[src/rtl/data_sync_handshake_pkg.sv]
// Shared constants for the enable-qualified multi-bit CDC capture.
// Event encodings, legal synchroniser depths and the default bus width.
package data_sync_handshake_pkg;

   localparam int MODE_LEVEL      = 0;
   localparam int MODE_TOGGLE     = 1;
   localparam int SYNC_STAGES_MIN = 2;
   localparam int SYNC_STAGES_MAX = 4;
   localparam int BUS_WIDTH_DEF   = 16;

   function automatic bit stages_legal(input int n);
      return (n >= SYNC_STAGES_MIN) && (n <= SYNC_STAGES_MAX);
   endfunction

   function automatic bit mode_legal(input int m);
      return (m == MODE_LEVEL) || (m == MODE_TOGGLE);
   endfunction

endpackage

[src/rtl/data_sync_handshake_pulse.sv]
// Single-bit control crossing: flop chain, previous-value register and
// edge detector producing a one-cycle event in the destination domain.
module sync_pulse_gen
   import data_sync_handshake_pkg::*;
#(
   parameter int NUM_STAGES = 2,
   parameter int MODE       = MODE_LEVEL
) (
   input  logic clk,
   input  logic rst,
   input  logic i_async,
   output logic o_event
);

   if (!stages_legal(NUM_STAGES)) begin : g_bad_stages
      $error("sync_pulse_gen: NUM_STAGES must be within 2..4");
   end

   if (!mode_legal(MODE)) begin : g_bad_mode
      $error("sync_pulse_gen: MODE must be 0 (level) or 1 (toggle)");
   end

   logic [NUM_STAGES-1:0] r_sync_ff;
   logic                  r_prev_sync;
   logic                  w_synced;
   logic                  w_event;

   assign w_synced = r_sync_ff[NUM_STAGES-1];

   // Shift the raw control bit through the chain; remember last synced value
   always_ff @(posedge clk or posedge rst) begin
      if (rst) begin
         r_sync_ff   <= '0;
         r_prev_sync <= 1'b0;
      end else begin
         r_sync_ff   <= {r_sync_ff[NUM_STAGES-2:0], i_async};
         r_prev_sync <= w_synced;
      end
   end

   // Level mode reacts to rising edges only; toggle mode to any change
   always_comb begin
      w_event = 1'b0;
      if (MODE == MODE_TOGGLE) begin
         w_event = w_synced ^ r_prev_sync;
      end else begin
         w_event = w_synced & ~r_prev_sync;
      end
   end

   assign o_event = w_event;

endmodule

[src/rtl/data_sync_handshake.sv]
// Receive-side bus crossing: only bus_enable is synchronised; its event
// loads the held bus into the destination register with a valid strobe.
module data_sync_handshake
   import data_sync_handshake_pkg::*;
#(
   parameter int BUS_WIDTH  = BUS_WIDTH_DEF,
   parameter int NUM_STAGES = 2,
   parameter int MODE       = MODE_LEVEL
) (
   input  logic                 clk,
   input  logic                 rst,
   input  logic [BUS_WIDTH-1:0] unsync_bus,
   input  logic                 bus_enable,
   output logic [BUS_WIDTH-1:0] sync_bus,
   output logic                 enable_pulse
);

   logic                 w_event;
   logic [BUS_WIDTH-1:0] r_sync_bus;
   logic                 r_enable_pulse;

   sync_pulse_gen #(
      .NUM_STAGES (NUM_STAGES),
      .MODE       (MODE)
   ) u_pulse (
      .clk     (clk),
      .rst     (rst),
      .i_async (bus_enable),
      .o_event (w_event)
   );

   // Bus is only looked at on the event edge, so it may glitch elsewhere
   always_ff @(posedge clk or posedge rst) begin
      if (rst) begin
         r_sync_bus <= '0;
      end else if (w_event) begin
         r_sync_bus <= unsync_bus;
      end
   end

   // Strobe marks the cycle in which the new capture is first visible
   always_ff @(posedge clk or posedge rst) begin
      if (rst) begin
         r_enable_pulse <= 1'b0;
      end else begin
         r_enable_pulse <= w_event;
      end
   end

   assign sync_bus     = r_sync_bus;
   assign enable_pulse = r_enable_pulse;

endmodule
[config.mk]
export PLATFORM = sky130hd
export DESIGN_NAME = data_sync_handshake
export DESIGN_NICKNAME = d
export VERILOG_FILES = /design/src/rtl/data_sync_handshake_pkg.sv /design/src/rtl/data_sync_handshake_pulse.sv /design/src/rtl/data_sync_handshake.sv
export SDC_FILE = /design/constraint.sdc
export NUM_CORES = 1
export LEC_CHECK = 0
export ABC_AREA = 1
export CAP_MARGIN = 15
export CORE_MARGIN = 5
export CORE_UTILIZATION = 42
export DETAILED_ROUTE_END_ITERATION = 6
export PLACE_DENSITY = 0.82
export REMOVE_ABC_BUFFERS = 1
export SLEW_MARGIN = 20
export SYNTH_ARGS = -nofsm -noshare
export SYNTH_HDL_FRONTEND = slang
export SYNTH_HIERARCHICAL = 1
export SYNTH_SLANG_ARGS = --single-unit
[constraint.sdc]
create_clock -name clk -period 1.6 [get_ports clk]
set_input_delay 0.24 -clock clk [delete_from_list [all_inputs] [get_ports clk]]
set_output_delay 0.24 -clock clk [all_outputs]
set_load 0.1 [all_outputs]
-- Word level (Yosys, flattened, before mapping)
Cells that the tools add are included.
- bits of input ports: 19
- logic and storage cells: 6
- register bits after elaboration: 20
- bitwise logic cells: 2
- operators by type and width (operator ; count):
    $and A1 B1 Y1 ; 1
    $not A1 Y1 ; 1

-- Depth between registers and ports, before layout
Gate-level depths: netlist (run 1).
- depth after elaboration: 2
- depth in mapped cells: 7

-- Hierarchy
Netlist (run 1), hierarchy kept.
- modules (own cells, without submodules) (module ; area each (um^2) ; cells each ; instances):
    data_sync_handshake ; 673.1 ; 70 ; 1
    sync_pulse_gen ; 88.8 ; 6 ; 1

-- Worst setup path before layout (run 1)
OpenSTA, ideal clock, no wires.
- path kind: register to output
- start: register r_sync_bus[12], in the netlist sync_bus[12]
- end: output sync_bus[12]
- buffers on the path: 0
- cell stages (with the launch flop): 1
- data arrival time: 911 ps
- required time: 1360 ps
- setup slack: 449 ps
- cells stage by stage: dfrtp_1
- RTL lines (element ; RTL line ; source):
    start, declared ; data_sync_handshake.sv:19 ; logic [BUS_WIDTH-1:0] r_sync_bus;
    start signal, assigned ; data_sync_handshake.sv:37 ; r_sync_bus <= unsync_bus;
    end, declared ; data_sync_handshake.sv:14 ; output logic [BUS_WIDTH-1:0] sync_bus,
No word-level cell between the ends.

-- Final worst setup path (run 1)
- start: register u_pulse.r_sync_ff[1]
- end: register r_sync_bus[15], in the netlist sync_bus[15]
- cells in the longest elaborated chain, start to end: 1
- RTL lines (element ; RTL line ; source):
    start, declared ; data_sync_handshake_pulse.sv:23 ; logic [NUM_STAGES-1:0] r_sync_ff;
    start signal, assigned ; data_sync_handshake_pulse.sv:36 ; r_sync_ff <= {r_sync_ff[NUM_STAGES-2:0], i_async};
    $and A1 B1 Y1 ; data_sync_handshake_pulse.sv:47 ; w_event = w_synced & ~r_prev_sync;
    via w_event ; data_sync_handshake.sv:18 ; logic w_event;
The timed path passes the listed nets, and every way through them passes these cells.
A chain may end at the register's enable or synchronous reset.

==> flow_summary.toml, run 1 <==
[layout]
area_growth_pct = 75.7
final_common_cell = "nand2_1"
final_nets = 134
layout_common_cells = "nand2_1 (43), dfrtp_1 (20), clkdlybuf4s50_1 (18)"
fin_area_um2 = 1340
antennaDiodeCount = 0
post-route-util = 0.775
drive_gt1_frac = 0.263

[yosys]
yosys.area_share.adder = 0
synthSimpleGateAreaFrac = 0.261
syn_area_um2 = 762
yosysSeqAreaShare = 0.657
synth_top_family_by_area = "simple AND/OR/NAND/NOR gates"
yosysUniqueCellTypes = 8
synth-compound-area-share = 0
synth_warnings = 6
ys_ff_latch = 20
synth_xor_area_frac = 0
syn_area_per_cell_um2 = 10.0
synthMuxAreaShare = 0
synth_cells = 76

[clocking]
cts_resized = 0
htreeDepth = 1
cts_hold_buf = 0
post_cts_buffers = 0
cts_tree = "built"
cts.clk_slew.worst_paths_ns = 0.11
cts_root_buf = "clkbuf_4"
clock_latency_ns = 0.29
clkSinkCount = 20
cts_made_buffers = 3
clockBufferDepth = 2

[sta]
fmax_mhz = 816
slew_headroom = 0.686
post-route-period-util = 0.766
grt_setup_unrepaired = "no"
worst_slew_pin_slew_ns = 0.470
finClkSkew_ns = 0.00770
holdWs_ns = 0.130
setup_violations = 0
fin_setup_tns_ns = 0
slew_violations = 0
finalHoldViolCount = 0
min_period_ns = 1.22

[global_routing]
grt_antenna_before_repair = 0
grt_start_max_net_pins = 17
grt_pass1_wl_um = 2970
grt_pass1_vias = 650
grt_overflow = 0
grt_usage = 0.153

[floorplanning]
rows = 15
dieWidth_um = 52.6
die-area_um2 = 2770
start_util = 0.441
core-area_um2 = 1730
ios = 36
die_h_um = 52.6

[worst_setup_path]
cp-start-kind = "register"
end_kind = "register"
r2r_slack_ns = 0.38
critPathKind = "reg2reg"
reg2reg_depth = 5
cp.arrival_ns = 1.47
critical_path_required_ns = 1.84
r2r-start = "u_pulse/r_sync_ff[1]"
crit_path_max_fanout = 10
r2r-end = "sync_bus[15]"

[detailed_routing]
dr.pass1.iters = 4
ant_nets = 0
drt_iter0_drc = 9
drt_wl_total_um = 1750
post_drt_wl_per_cell_um = 12.6
via_count = 623
drc_errors = 0
vias_per_cell = 4.48

[worst_hold_path]
hold_class = "in2async"

[pwr]
p_total_mw = 1.77
peakVddDrop_mv = 0.727
power-per-cell-area_nw_per_um2 = 1320
power.leakage_nw = 0.666

[placed_design]
port_buffers = 35
place_congestion = 0.737
place_hpwl_um = 1460
place_area_um2 = 1290

[flow_run]
maxCapViolCount = 0

[outcome]
status = "finished clean"
-- flip-flops by register name, indices dropped and copies added, names as in the netlist --
signal,cells
enable_pulse,1
sync_bus,16
u_pulse/r_prev_sync,1
u_pulse/r_sync_ff,2
-- logic make-up after synthesis --
| family | Yosys count |
|---|---|
| simple gates | 49 |
| flops | 20 |
| buf+inv | 7 |
-- worst max path at each step --
stage                     slack, ns      endpoint                 start
after global placement         0.47  sync_bus[11]   u_pulse/r_prev_sync
after floorplan                0.40   sync_bus[0]   u_pulse/r_prev_sync
after CTS                      0.36  sync_bus[15]  u_pulse/r_sync_ff[1]
after detailed placement       0.41  sync_bus[15]  u_pulse/r_sync_ff[1]
final                          0.38  sync_bus[15]  u_pulse/r_sync_ff[1]
after global routing           0.28   sync_bus[3]  u_pulse/r_sync_ff[1]
-- metrics by stage --
| step | worst slack (ns) | std cells |
|---|---|---|
| after global routing | 0.280 | 139 |
| final | 0.375 | 139 |
| after floorplan | 0.399 | 73 |
| after detailed placement | 0.414 | 135 |
| after global placement | 0.467 | 135 |
| after CTS | 0.363 | 139 |
-- synthesized netlist by cell type --
master	count	area (um2)
nor2_2	1	6.26
dfrtp_1	20	500
nand2_1	43	161
inv_1	3	11.3
buf_6	2	22.5
buf_12	1	20.0
nand2_2	5	31.3
inv_6	1	8.76
-- critical path, stage by stage, from the launching register on --
cell	delay, ns
dfrtp_1	0.36
inv_1	0.06
nor2_2	0.37
buf_4	0.25
nand2_1	0.07
nand2_1	0.07
-- power by group --
group / leakage (nW) / switching, mW / internal (mW)
Sequential: 0.244 / 0.0631 / 0.562
Combinational: 0.394 / 0.480 / 0.268
Clock: 0.0279 / 0.145 / 0.253
Total: 0.666 / 0.688 / 1.08
-- final cells by class --
cell class | count | area, um2
clock buffers | 3 | 22.5
clock inverters | 1 | 30.0
fillers | 111 | 388
inverters | 4 | 20.0
multi-input cells | 49 | 199
flip-flops and latches | 20 | 500
well taps | 25 | 31.3
repair buffers | 37 | 536
-- routing by layer --
| layer | GRT usage | share of wire | vias up | routed length (um) |
|---|---|---|---|---|
| li1 | - | - | 300 | - |
| met1 | 0.170 | 0.40 | 297 | 703 |
| met2 | 0.269 | 0.54 | 24 | 938 |
| met3 | 0.0342 | 0.052 | 2 | 91 |
| met4 | 0.0766 | 0.0080 | 0 | 14 |
| met5 | 0 | 0 | - | 0 |
Note: power is estimated with default switching activity, not from simulation.
==> run 2, diff against run 1 <==
--- a/config.mk
+++ b/config.mk
@@ -8,9 +8,9 @@
 export ABC_AREA = 1
 export CAP_MARGIN = 15
 export CORE_MARGIN = 5
-export CORE_UTILIZATION = 42
+export CORE_UTILIZATION = 35
 export DETAILED_ROUTE_END_ITERATION = 6
-export PLACE_DENSITY = 0.82
+export PLACE_DENSITY = 0.73
 export REMOVE_ABC_BUFFERS = 1
 export SLEW_MARGIN = 20
 export SYNTH_ARGS = -nofsm -noshare
==> constraint.sdc (replaced) <==
create_clock -name clk -period 1.1 [get_ports clk]
set_input_delay 0.165 -clock clk [delete_from_list [all_inputs] [get_ports clk]]
set_output_delay 0.165 -clock clk [all_outputs]
set_load 0.1 [all_outputs]
==> run 2 against run 1 <==
Combinational power up 54%. Largest cell class unchanged. Count of clock-buffer cells in the layout up 1. Via count up 2.1%. Hold slack worse by 0.083 ns. Routed wire length up 5.8%.
==> flow_summary.toml, run 2 (synthesized netlist as in run 1, its figures left out) <==
[sta]
finalHoldViolCount = 0
worst_slew_pin_slew_ns = 0.264
holdWs_ns = 0.0463
finClkSkew_ns = 0.000828
fin_ws_ns = 0.0143
grt_setup_unrepaired = "yes"
setup_violations = 0
slew_headroom = 0.824
min_period_ns = 1.09
slew_violations = 0
post-route-period-util = 0.987
fmax_mhz = 921

[clocking]
clock_latency_ns = 0.29
htreeDepth = 1
cts_made_buffers = 3
cts.clk_slew.worst_paths_ns = 0.10
cts_tree = "built"
cts_hold_buf = 0
clockBufferDepth = 2
clkSinkCount = 20
cts_root_buf = "clkbuf_4"

[worst_setup_path]
critical_path_required_ns = 0.94
crit_buf_inv = 1
crit_path_max_fanout = 2
slowest_stage = "dfrtp_1"
cp-start-kind = "register"
end_kind = "output port"
max_stage_delay_ns = 0.43
cp.arrival_ns = 0.92
path_cells = "buf_12"
cp_top_family = "flip-flops"
critPathKind = "reg2out"

[floorplanning]
ios = 36
die_h_um = 56.7
start_util = 0.377
die-area_um2 = 3210
core-area_um2 = 2020
rows = 16
dieWidth_um = 56.7

[layout]
seq_area_um2 = 500
multi_input_area_um2 = 204
fin_cells = 149
final_nets = 142
area_growth_pct = 84.1
n_fill_cell = 147
drive_gt1_frac = 0.311
final_common_cell = "nand2_1"
post-route-util = 0.694
fin_area_um2 = 1400
layout_common_cells = "nand2_1 (43), dfrtp_1 (20), clkdlybuf4s50_1 (18), buf_12 (18), buf_4 (9)"
largest_reg_flops = 16
antennaDiodeCount = 0

[worst_hold_path]
hold_class = "in2async"

[placed_design]
place_area_um2 = 1310
port_buffers = 35
dp_cells = 138
post-place-ws_ns = 0.109
place_congestion = 0.724
place_hpwl_um = 1400

[detailed_routing]
vias_per_cell = 4.27
via_count = 636
post_drt_wl_per_cell_um = 12.4
drt_wl_total_um = 1850
ant_nets = 0
drc_errors = 0
drt_iter0_drc = 4
dr.pass1.iters = 4

[global_routing]
grt_overflow = 0
grt_pass1_wl_um = 3110
grt_start_max_net_pins = 17
grt_pass1_vias = 661
grt_usage = 0.126
grt_antenna_before_repair = 0

[flow_run]
maxCapViolCount = 0

[pwr]
power-per-cell-area_nw_per_um2 = 1760
power.leakage_nw = 0.705
peakVddDrop_mv = 1.08

[outcome]
status = "finished clean"
-- run 2: cell types whose count changed in the layout (fill, tap and decap cells not counted) --
| cell | change |
|---|---|
| nor2_2 | -1 |
| buf_12 | +1 |
| nor2_4 | +1 |
| bufinv_16 | -1 |
| clkbuf_8 | +1 |
| buf_4 | +7 |
-- run 2: stage by stage --
step,power [mW],TNS (ns)
floorplan,1.54,-1.57
global placement,2.01,0
detailed placement,2.03,0
CTS,2.46,0
global route,2.58,-0.196
finish,2.47,0
-- run 2: layout make-up --
cell class	count	share of cell area
multi-input combinational	49	0.145
timing repair buffer	45	0.434
tap	27	0.0241
inverter	4	0.0143
clock buffer	4	0.0259
sequential	20	0.357
-- run 2: routing by layer --
layer	wire [um]	global-route usage
met5	0	0
met4	41	0.0678
met3	165	0.0390
met2	892	0.198
met1	751	0.153
-- run 2: timing repair --
item / in CTS / in global routing
buffers inserted: 1 / 6
endpoints found under the hold margin: 0 / 0
resized for setup: 0 / 1
endpoints found under the setup margin: 1 / 18
-- run 2: where the power goes --
group | internal [mW] | total (mW) | switching [mW] | leakage [nW]
clock network | 0.202 | 0.415 | 0.213 | 0.0210
logic | 0.436 | 1.15 | 0.713 | 0.439
registers | 0.817 | 0.907 | 0.0905 | 0.244
-- run 2: path summary, 6_finish.rpt --
path | from | to | slack (ns) | cells after the start
worst min register to register | u_pulse/r_sync_ff[0] | u_pulse/r_sync_ff[1] | 0.36 | 0
max in group asynchronous | rst | sync_bus[2] | 0.65 | 3
worst max-delay path | sync_bus[12] | sync_bus[12] | 0.01 | 1
min in group clk | bus_enable | u_pulse/r_sync_ff[0] | 0.30 | 1
worst min-delay path | rst | u_pulse/r_sync_ff[0] | 0.05 | 2
worst max register to register | u_pulse/r_prev_sync | sync_bus[12] | 0.14 | 4
